==> config.mk <==
export PLATFORM = sky130hd
export DESIGN_NAME = residue7_serial_arbiter_flat
export DESIGN_NICKNAME = d
export VERILOG_FILES = /design/src/rtl/residue7_serial_arbiter_if.sv /design/src/rtl/residue7_serial_arbiter.sv /design/src/flat_wrapper.sv
export SDC_FILE = /design/constraint.sdc
export NUM_CORES = 1
export LEC_CHECK = 0
export ABC_AREA = 1
export BUFFER_PORTS_ARGS = -buffer_cell sky130_fd_sc_hd__buf_4
export CORE_MARGIN = 5
export CORE_UTILIZATION = 50
export CTS_CLUSTER_SIZE = 12
export DETAILED_ROUTE_END_ITERATION = 8
export GPL_ROUTABILITY_DRIVEN = 0
export GPL_TIMING_DRIVEN = 0
export PLACE_DENSITY = 0.9
export SLEW_MARGIN = 15
export SYNTH_ARGS = -nofsm -noshare
export SYNTH_HDL_FRONTEND = slang
export SYNTH_SLANG_ARGS = --single-unit
==> constraint.sdc <==
create_clock -name clk -period 2.35 [get_ports clk]
set_input_delay 0.3525 -clock clk [delete_from_list [all_inputs] [get_ports clk]]
set_output_delay 0.3525 -clock clk [all_outputs]
set_load 0.05 [all_outputs]
==> src/rtl/residue7_serial_arbiter_if.sv <==
// Handshake bundle for the shared serial mod-7 residue engine:
// two operand requesters and one result channel.
interface residue7_serial_arbiter_if #(
    parameter int NUM_OF_BITS = 48
);
    logic                   req0_valid;
    logic [NUM_OF_BITS-1:0] req0_data;
    logic                   req0_ready;
    logic                   req1_valid;
    logic [NUM_OF_BITS-1:0] req1_data;
    logic                   req1_ready;
    logic                   res_valid;
    logic [2:0]             res_data;
    logic                   res_id;
    logic                   res_ready;

    modport master (
        output req0_valid, req0_data, req1_valid, req1_data, res_ready,
        input  req0_ready, req1_ready, res_valid, res_data, res_id
    );

    modport slave (
        input  req0_valid, req0_data, req1_valid, req1_data, res_ready,
        output req0_ready, req1_ready, res_valid, res_data, res_id
    );
endinterface

==> src/rtl/residue7_serial_arbiter.sv <==
// Serial mod-7 residue engine shared by two requesters.
// One 3-bit digit is folded per cycle through a single mod-7 adder (8 == 1 mod 7).
// Optional feature macro: RES7_EARLY_DONE_EN -- finish as soon as the remaining
// operand bits are all zero instead of always running DIGITS fold cycles.
//
// state | meaning
// IDLE  | arbitrate between requesters, accept one operand
// RUN   | fold one digit per cycle into the accumulator
// DONE  | hold the residue on the result channel until consumed
module residue7_serial_arbiter #(
    parameter int NUM_OF_BITS = 48
) (
    input logic                      clk,
    input logic                      rst,
    residue7_serial_arbiter_if.slave bus
);
    localparam int DIGITS = NUM_OF_BITS / 3;
    localparam int CNT_W  = (DIGITS > 1) ? $clog2(DIGITS) : 1;
    localparam logic [CNT_W-1:0] CNT_LAST = CNT_W'(DIGITS - 1);

    typedef enum logic [1:0] {IDLE, RUN, DONE} state_t;

    state_t                 state;
    state_t                 state_nxt;
    logic [NUM_OF_BITS-1:0] shreg;
    logic [NUM_OF_BITS-1:0] shreg_shift;
    logic [2:0]             acc;
    logic [CNT_W-1:0]       cnt;
    logic                   id;
    logic                   last_grant;
    logic                   grant;
    logic                   accept;
    logic                   fold_last;
    logic                   req0_ready;
    logic                   req1_ready;
    logic                   res_valid;
    logic [2:0]             res_data;
    logic                   res_id;

    function automatic logic [2:0] mod7add(input logic [2:0] x, input logic [2:0] y);
        logic [3:0] s;
        logic [3:0] t;
        s = {1'b0, x} + {1'b0, y};
        t = s - 4'd7;
        return (s >= 4'd7) ? t[2:0] : s[2:0];
    endfunction

    assign shreg_shift = shreg >> 3;

`ifdef RES7_EARLY_DONE_EN
    assign fold_last = (cnt == CNT_LAST) || (shreg_shift == '0);
`else
    assign fold_last = (cnt == CNT_LAST);
`endif

    // Tie goes to whoever did not win last time; a lone requester always wins.
    always_comb begin
        grant = bus.req1_valid;
        if (bus.req0_valid && bus.req1_valid) begin
            grant = ~last_grant;
        end
    end

    // State register.
    always_ff @(posedge clk) begin
        if (rst) begin
            state <= IDLE;
        end else begin
            state <= state_nxt;
        end
    end

    // Next-state and handshake outputs; readies depend only on state, valids, last_grant.
    always_comb begin
        state_nxt  = state;
        req0_ready = 1'b0;
        req1_ready = 1'b0;
        accept     = 1'b0;
        res_valid  = 1'b0;
        res_data   = 3'd0;
        res_id     = 1'b0;
        case (state)
            IDLE: begin
                req0_ready = bus.req0_valid && !grant;
                req1_ready = bus.req1_valid && grant;
                accept     = req0_ready || req1_ready;
                if (accept) begin
                    state_nxt = RUN;
                end
            end
            RUN: begin
                if (fold_last) begin
                    state_nxt = DONE;
                end
            end
            DONE: begin
                res_valid = 1'b1;
                res_data  = acc;
                res_id    = id;
                if (bus.res_ready) begin
                    state_nxt = IDLE;
                end
            end
            default: state_nxt = IDLE;
        endcase
    end

    // Operand capture on accept, then one digit folded per RUN cycle.
    always_ff @(posedge clk) begin
        if (rst) begin
            shreg      <= '0;
            acc        <= 3'd0;
            cnt        <= '0;
            id         <= 1'b0;
            last_grant <= 1'b1;
        end else begin
            case (state)
                IDLE: begin
                    if (accept) begin
                        shreg      <= grant ? bus.req1_data : bus.req0_data;
                        acc        <= 3'd0;
                        cnt        <= '0;
                        id         <= grant;
                        last_grant <= grant;
                    end
                end
                RUN: begin
                    acc   <= mod7add(acc, shreg[2:0]);
                    shreg <= shreg_shift;
                    cnt   <= cnt + 1'b1;
                end
                default: ;
            endcase
        end
    end

    assign bus.req0_ready = req0_ready;
    assign bus.req1_ready = req1_ready;
    assign bus.res_valid  = res_valid;
    assign bus.res_data   = res_data;
    assign bus.res_id     = res_id;
endmodule

==> src/flat_wrapper.sv <==
// flat-port wrapper written by rule: the top's interface ports become plain ports
module residue7_serial_arbiter_flat 
#(
    parameter int NUM_OF_BITS = 48
)
  (clk, rst, bus_req0_valid, bus_req0_data, bus_req1_valid, bus_req1_data, bus_res_ready, bus_req0_ready, bus_req1_ready, bus_res_valid, bus_res_data, bus_res_id);
  residue7_serial_arbiter_if #(.NUM_OF_BITS(NUM_OF_BITS)) bus_i ();
  input logic clk;
  input logic rst;
  input wire logic [$bits(bus_i.req0_valid)-1:0] bus_req0_valid;
  input wire logic [$bits(bus_i.req0_data)-1:0] bus_req0_data;
  input wire logic [$bits(bus_i.req1_valid)-1:0] bus_req1_valid;
  input wire logic [$bits(bus_i.req1_data)-1:0] bus_req1_data;
  input wire logic [$bits(bus_i.res_ready)-1:0] bus_res_ready;
  output wire logic [$bits(bus_i.req0_ready)-1:0] bus_req0_ready;
  output wire logic [$bits(bus_i.req1_ready)-1:0] bus_req1_ready;
  output wire logic [$bits(bus_i.res_valid)-1:0] bus_res_valid;
  output wire logic [$bits(bus_i.res_data)-1:0] bus_res_data;
  output wire logic [$bits(bus_i.res_id)-1:0] bus_res_id;
  assign bus_i.req0_valid = bus_req0_valid;
  assign bus_i.req0_data = bus_req0_data;
  assign bus_i.req1_valid = bus_req1_valid;
  assign bus_i.req1_data = bus_req1_data;
  assign bus_i.res_ready = bus_res_ready;
  assign bus_req0_ready = bus_i.req0_ready;
  assign bus_req1_ready = bus_i.req1_ready;
  assign bus_res_valid = bus_i.res_valid;
  assign bus_res_data = bus_i.res_data;
  assign bus_res_id = bus_i.res_id;
  residue7_serial_arbiter #(.NUM_OF_BITS(NUM_OF_BITS)) u_core (.clk(clk), .rst(rst), .bus(bus_i));
endmodule
==> flow_summary.yaml, run 1 <==
clocking:
  ctsHoldBuffers: 0
  cts.sinks: 59
  worst_skew_pair.late_latency_ps: 340
  clkSlewWorstSetupHoldPaths_ps: 70
  cts_inserted_buffers: 9
  cts_tree: "built"
  cts_setup_buffers: 0
  clock_path_buffers: 2
  cts_resized: 0
  h-tree-depth: 3
  cts_root_buf: "clkbuf_8"
setup_path:
  arrival_ps: 1750
  crit_top_cell: "nand2_1"
  path_cells: "nand2_1, nand2_1, inv_1, clkbuf_1, nor2_1, buf_4"
  worst-setup-path-type: "register to primary output"
  crit_start: "u_core.last_grant"
  startpoint_type: "register"
  reg2reg_from: "u_core.acc[0]"
  cp_data_required_time_ps: 2000
  cp-end-kind: "primary output"
  critPathMaxStageDelay_ps: 460
  cpLargestDelayFamily: "buffers and inverters"
  crit_buf_inv: 3
  critPathMaxFanout: 10
  slowest_stage: "clkbuf_1"
routing:
  drt-total-wl_um: 9632
  ant_nets: 0
  drt_drc_violations_left: 0
  num_vias: 3615
  via_per_inst: 5.544
  wl_per_cell_um: 14.77
  drtPass1Iterations: 4
  drt_iter0_drc: 205
logic_synthesis:
  yosys_register_bits: 59
  yosysSeqAreaShare_pct: 37.14
  netlist_area_um2: 3181
  synth_nets: 560
  avgSynthCellArea_um2: 7.021
  syn_inst: 453
  yosys.cell_types.count: 24
  yosys_warnings: 0
finish:
  finalNonFillerCells: 652
  final_util_pct: 67.73
  drive_gt1_share_pct: 30.78
  area_growth_syn_to_layout_pct: 33.67
  insertedDiodeCount: 0
  layout_common_cells: "buf_4, a21oi_1, nand2_1"
  final_common_cell: "buf_4"
  nets: 677
  design_area_um2: 4252
timing:
  tns_ps: 0
  setup_violations: 0
  slew_viol_final: 0
  fin_crit_sh_pct: 89.49
  worstMarginPinSlew_ps: 548.0
  hold_viol_final: 0
  max_slew_margin_pct: 63.47
  grt_setup_unrepaired: "no"
  skew_ps: 9.543
  fin_crit_ps: 2103
  hold_slack_ps: 290.0
  fmax_mhz: 475.5
global_route:
  grt_pass1_vias: 3518
  met3_usage_pct: 4.925
  grt_use_met2_pct: 39.82
  gr-usage-met1_pct: 27.87
  overflow: 0
  grt_max_degree: 11
  antenna_found_initial: 0
  grt_usage_pct: 23.46
  grt_pass1_wl_um: 15930
  busiest_layer: "met2"
placement:
  placedCellCount: 636
  dpl_cell_area_um2: 4073
  dpl.hpwl_um: 7190
  numPortBuffers: 106
hold_path:
  holdCritStartpoint: "bus_res_ready"
  hold_class: "primary input to register"
floorplanning:
  die_area_um2: 8056
  initial_core_util_pct: 50.67
  row_count: 29
  die_h_um: 89.76
  num_io_pins: 108
  core_area_um2: 6277
  dieWidth_um: 89.76
run:
  cap_violations: 0
power_and_ir_drop:
  p_leak_nw: 1.860
  powerDensity_nw_per_um2: 632.7
  peakVddDrop_mv: 0.4385
run_status:
  outcome: "complete, no violations"
-- final timing paths --
kind / end / slack (ps) / depth (start not counted)
worst min-delay path: u_core.state[1] / 290 / 3
worst max register to register: u_core.acc[0] / 530 / 8
worst min register to register: u_core.last_grant / 470 / 2
worst max-delay path: bus_req0_ready / 250 / 6
-- cells in the mapped netlist --
master	count	area (um2)
nand2_2	2	12.51
ha_1	5	62.56
buf_4	3	22.52
o21ai_1	2	10.01
o211ai_1	33	247.7
or2_2	33	206.5
clkbuf_1	15	56.30
o21ai_0	32	160.2
buf_2	12	60.06
o21ai_2	1	8.760
dfxtp_1	59	1181
buf_6	2	22.52
inv_2	1	3.750
buf_1	2	7.510
nor2_1	42	157.7
inv_1	36	135.1
a21oi_1	85	425.4
o22ai_1	13	81.33
fa_1	1	20.02
and3_1	1	6.260
nor2_2	1	6.260
nand3_1	9	45.04
nand2_1	62	232.7
o22a_1	1	8.760
-- report_power, final --
part / internal (mW) / switching [mW]
Clock: 0.432 / 0.406
Sequential: 1.11 / 0.0575
Combinational: 0.314 / 0.374
Total: 1.85 / 0.837
-- stage by stage --
stage	setup slack (ps)	total power, mW
6_report	247.1	2.690
4_1_cts	254.7	2.686
5_1_grt	113.1	2.821
3_5_place_dp	407.8	1.858
2_1_floorplan	20.15	1.600
3_3_place_gp	468.5	1.829
-- cell type report --
cell class | count | area [um2]
clock inverter | 5 | 27.53
multi-input combinational | 323 | 1692
fill | 531 | 2026
buffer | 34 | 168.9
inverter | 37 | 138.9
timing repair buffer | 106 | 795.8
tap | 77 | 96.34
clock buffer | 11 | 151.4
sequential | 59 | 1181
-- state kept, by name (all words and copies together) (netlist names) --
signal	count
u_core.shreg	48
u_core.cnt	4
u_core.acc	3
u_core.state	2
u_core.id	1
u_core.last_grant	1
-- tightest hold or removal path, cell delays in order --
cell and delay [ps]:
buf_4 80, o22a_1 120, nor2_1 30
-- cell families (layout without fill, tap and decap cells) --
logic type / Yosys count / count (layout) / share of synthesized area, %
AO/OA/AOI/OAI: 167 / 167 / 29.62
AND/OR/NAND/NOR: 150 / 150 / 20.97
buffers and inverters: 71 / 193 / 9.677
flip-flops: 59 / 59 / 37.14
adder cells (fa/ha/maj): 6 / 6 / 2.596
-- layer usage --
| metal | vias to the layer above | wire length (um) |
|---|---|---|
| met5 | - | 0 |
| met4 | 0 | 341 |
| met3 | 37 | 647 |
| met2 | 150 | 4765 |
| met1 | 1661 | 3877 |
| li1 | 1767 | - |
No activity file was read; power rests on OpenSTA's default activity.
==> inputs of run 2 (changes only) <==
--- a/config.mk
+++ b/config.mk
@@ -8,12 +8,12 @@
 export ABC_AREA = 1
 export BUFFER_PORTS_ARGS = -buffer_cell sky130_fd_sc_hd__buf_4
 export CORE_MARGIN = 5
-export CORE_UTILIZATION = 50
+export CORE_UTILIZATION = 46
 export CTS_CLUSTER_SIZE = 12
 export DETAILED_ROUTE_END_ITERATION = 8
 export GPL_ROUTABILITY_DRIVEN = 0
 export GPL_TIMING_DRIVEN = 0
-export PLACE_DENSITY = 0.9
+export PLACE_DENSITY = 0.87
 export SLEW_MARGIN = 15
 export SYNTH_ARGS = -nofsm -noshare
 export SYNTH_HDL_FRONTEND = slang
==> constraint.sdc (replaced) <==
create_clock -name clk -period 1.8 [get_ports clk]
set_input_delay 0.27 -clock clk [delete_from_list [all_inputs] [get_ports clk]]
set_output_delay 0.27 -clock clk [all_outputs]
set_load 0.05 [all_outputs]
==> flow_summary.yaml, run 2 (synthesis results as in run 1) <==
power_and_ir_drop:
  power_frac_comb_pct: 25.9
  clkPwrFrac_pct: 32.0
  power_switching_mw: 1.092
  powerDensity_nw_per_um2: 832.1
  pwr-share-seq_pct: 42.1
  p_leak_nw: 1.873
  p_int_mw: 2.526
  switching_share_pct: 30.19
  peakVddDrop_mv: 0.4400
clocking:
  cts_inserted_buffers: 9
  h-tree-depth: 3
  clock_path_buffers: 2
  cts_root_buf: "clkbuf_8"
  worst_skew_pair.late_latency_ps: 350
  ctsHoldBuffers: 0
  cts.sinks: 59
  clkSlewWorstSetupHoldPaths_ps: 60
  cts_tree: "built"
setup_path:
  startpoint_type: "register"
  cp-end-kind: "register"
  arrival_ps: 1980
  worst-setup-path-type: "register to register"
  critPathMaxFanout: 4
  rr_worst_depth: 8
  cp_data_required_time_ps: 2010
floorplanning:
  die_area_um2: 8677
  core_area_um2: 6756
  row_count: 30
  initial_core_util_pct: 47.07
  die_h_um: 93.15
  num_io_pins: 108
  dieWidth_um: 93.15
routing:
  drtPass1Iterations: 6
  num_vias: 3578
  drt_iter0_drc: 225
  ant_nets: 0
  via_per_inst: 5.454
  drt-total-wl_um: 9855
  wl_per_cell_um: 15.02
  drt_drc_violations_left: 0
finish:
  reg_top3: "u_core.shreg x48, u_core.cnt x4, u_core.acc x3"
  largest_register_ffs: 48
  design_area_um2: 4349
  final_util_pct: 64.37
  nets: 678
  area_growth_syn_to_layout_pct: 36.74
  final_common_cell: "buf_4"
  regMostFlops: "u_core.shreg"
  drive_gt1_share_pct: 33.16
  layout_common_cells: "buf_4, a21oi_1, nand2_1"
  insertedDiodeCount: 0
global_route:
  antenna_found_initial: 0
  grt_pass1_vias: 3465
  grt_max_degree: 11
  grt_pass1_wl_um: 15680
  grt_usage_pct: 22.63
  overflow: 0
timing:
  hold_viol_final: 0
  setup_violations: 0
  grt_setup_unrepaired: "yes"
  slew_viol_final: 0
  max_slew_margin_pct: 66.74
  fmax_mhz: 566.4
  fin_crit_sh_pct: 98.08
  fin_crit_ps: 1765
  tns_ps: 0
  worstMarginPinSlew_ps: 498.9
  skew_ps: 4.186
hold_path:
  hold-path-cell-count: 3
  hold_class: "primary input to register"
run:
  cap_violations: 0
placement:
  dpl_cell_area_um2: 4089
  dpl.hpwl_um: 7336
  numPortBuffers: 106
run_status:
  outcome: "complete, no violations"
run 2: cell types whose count changed in the layout (fill, tap and decap cells not counted), sizes merged:
cell	previous run	this run
clkbuf	26	29
clkinv	4	1
buf	125	127
clkinvlp	1	0
run 2: per-stage QoR:
step | instances | total power, mW | hold slack, ps | worst slack (ps)
floorplan | 453 | 2.091 | 438.9 | 5.796
detailed placement | 639 | 2.435 | 459.1 | -22.29
CTS | 655 | 3.587 | 195.9 | 0.4854
global placement | 639 | 2.396 | 449.1 | 32.46
global route | 656 | 3.792 | 236.8 | -35.34
finish | 656 | 3.619 | 200.9 | 34.61
run 2: area by class of cell:
cell class / instances / area (um2)
Clock inverter: 1 / 5.005
Inverter: 37 / 138.9
Clock buffer: 15 / 186.4
Timing Repair Buffer: 107 / 810.8
Tap cell: 80 / 100.1
Multi-Input combinational cell: 323 / 1747
Fill cell: 576 / 2407
Buffer: 34 / 175.2
Sequential cell: 59 / 1186
run 2: worst paths after layout:
kind,start,endpoint,slack [ps]
setup / recovery,u_core.shreg[0],u_core.acc[1],30
hold reg to reg,u_core.cnt[3],u_core.cnt[3],480
hold / removal,bus_res_ready,u_core.state[1],200
setup reg to reg,u_core.shreg[0],u_core.acc[1],30
run 2: critical path, stage by stage, from the launching register on:
cell	delay, ps
dfxtp_4	360
ha_4	160
fa_1	550
ha_2	220
nand3_4	90
nand2_2	70
nand2_1	50
nand3_1	70
a21oi_1	60
run 2: power by group through the flow:
stage / Clock, mW / Sequential (mW) / Combinational (mW)
final: 1.16 / 1.52 / 0.936
after detailed placement: 0 / 1.54 / 0.890
after floorplan: 0 / 1.52 / 0.570
after global routing: 1.22 / 1.54 / 1.04
after CTS: 1.16 / 1.52 / 0.909
after global placement: 0 / 1.54 / 0.856
run 2: what timing repair did:
item	4_1_cts	5_1_grt
setup endpoints to repair	4	4
endpoints found under the hold margin	0	0
buffers inserted	0	1
pin swaps	0	3
resized for setup	10	10
run 2: routing by layer:
metal | vias up | global-route usage [%] | share of wire [%]
li1 | 1771 | - | -
met1 | 1664 | 27.17 | 41
met2 | 115 | 38.57 | 50
met3 | 28 | 4.666 | 5.6
met4 | 0 | 10.62 | 2.9
met5 | - | 0 | 0
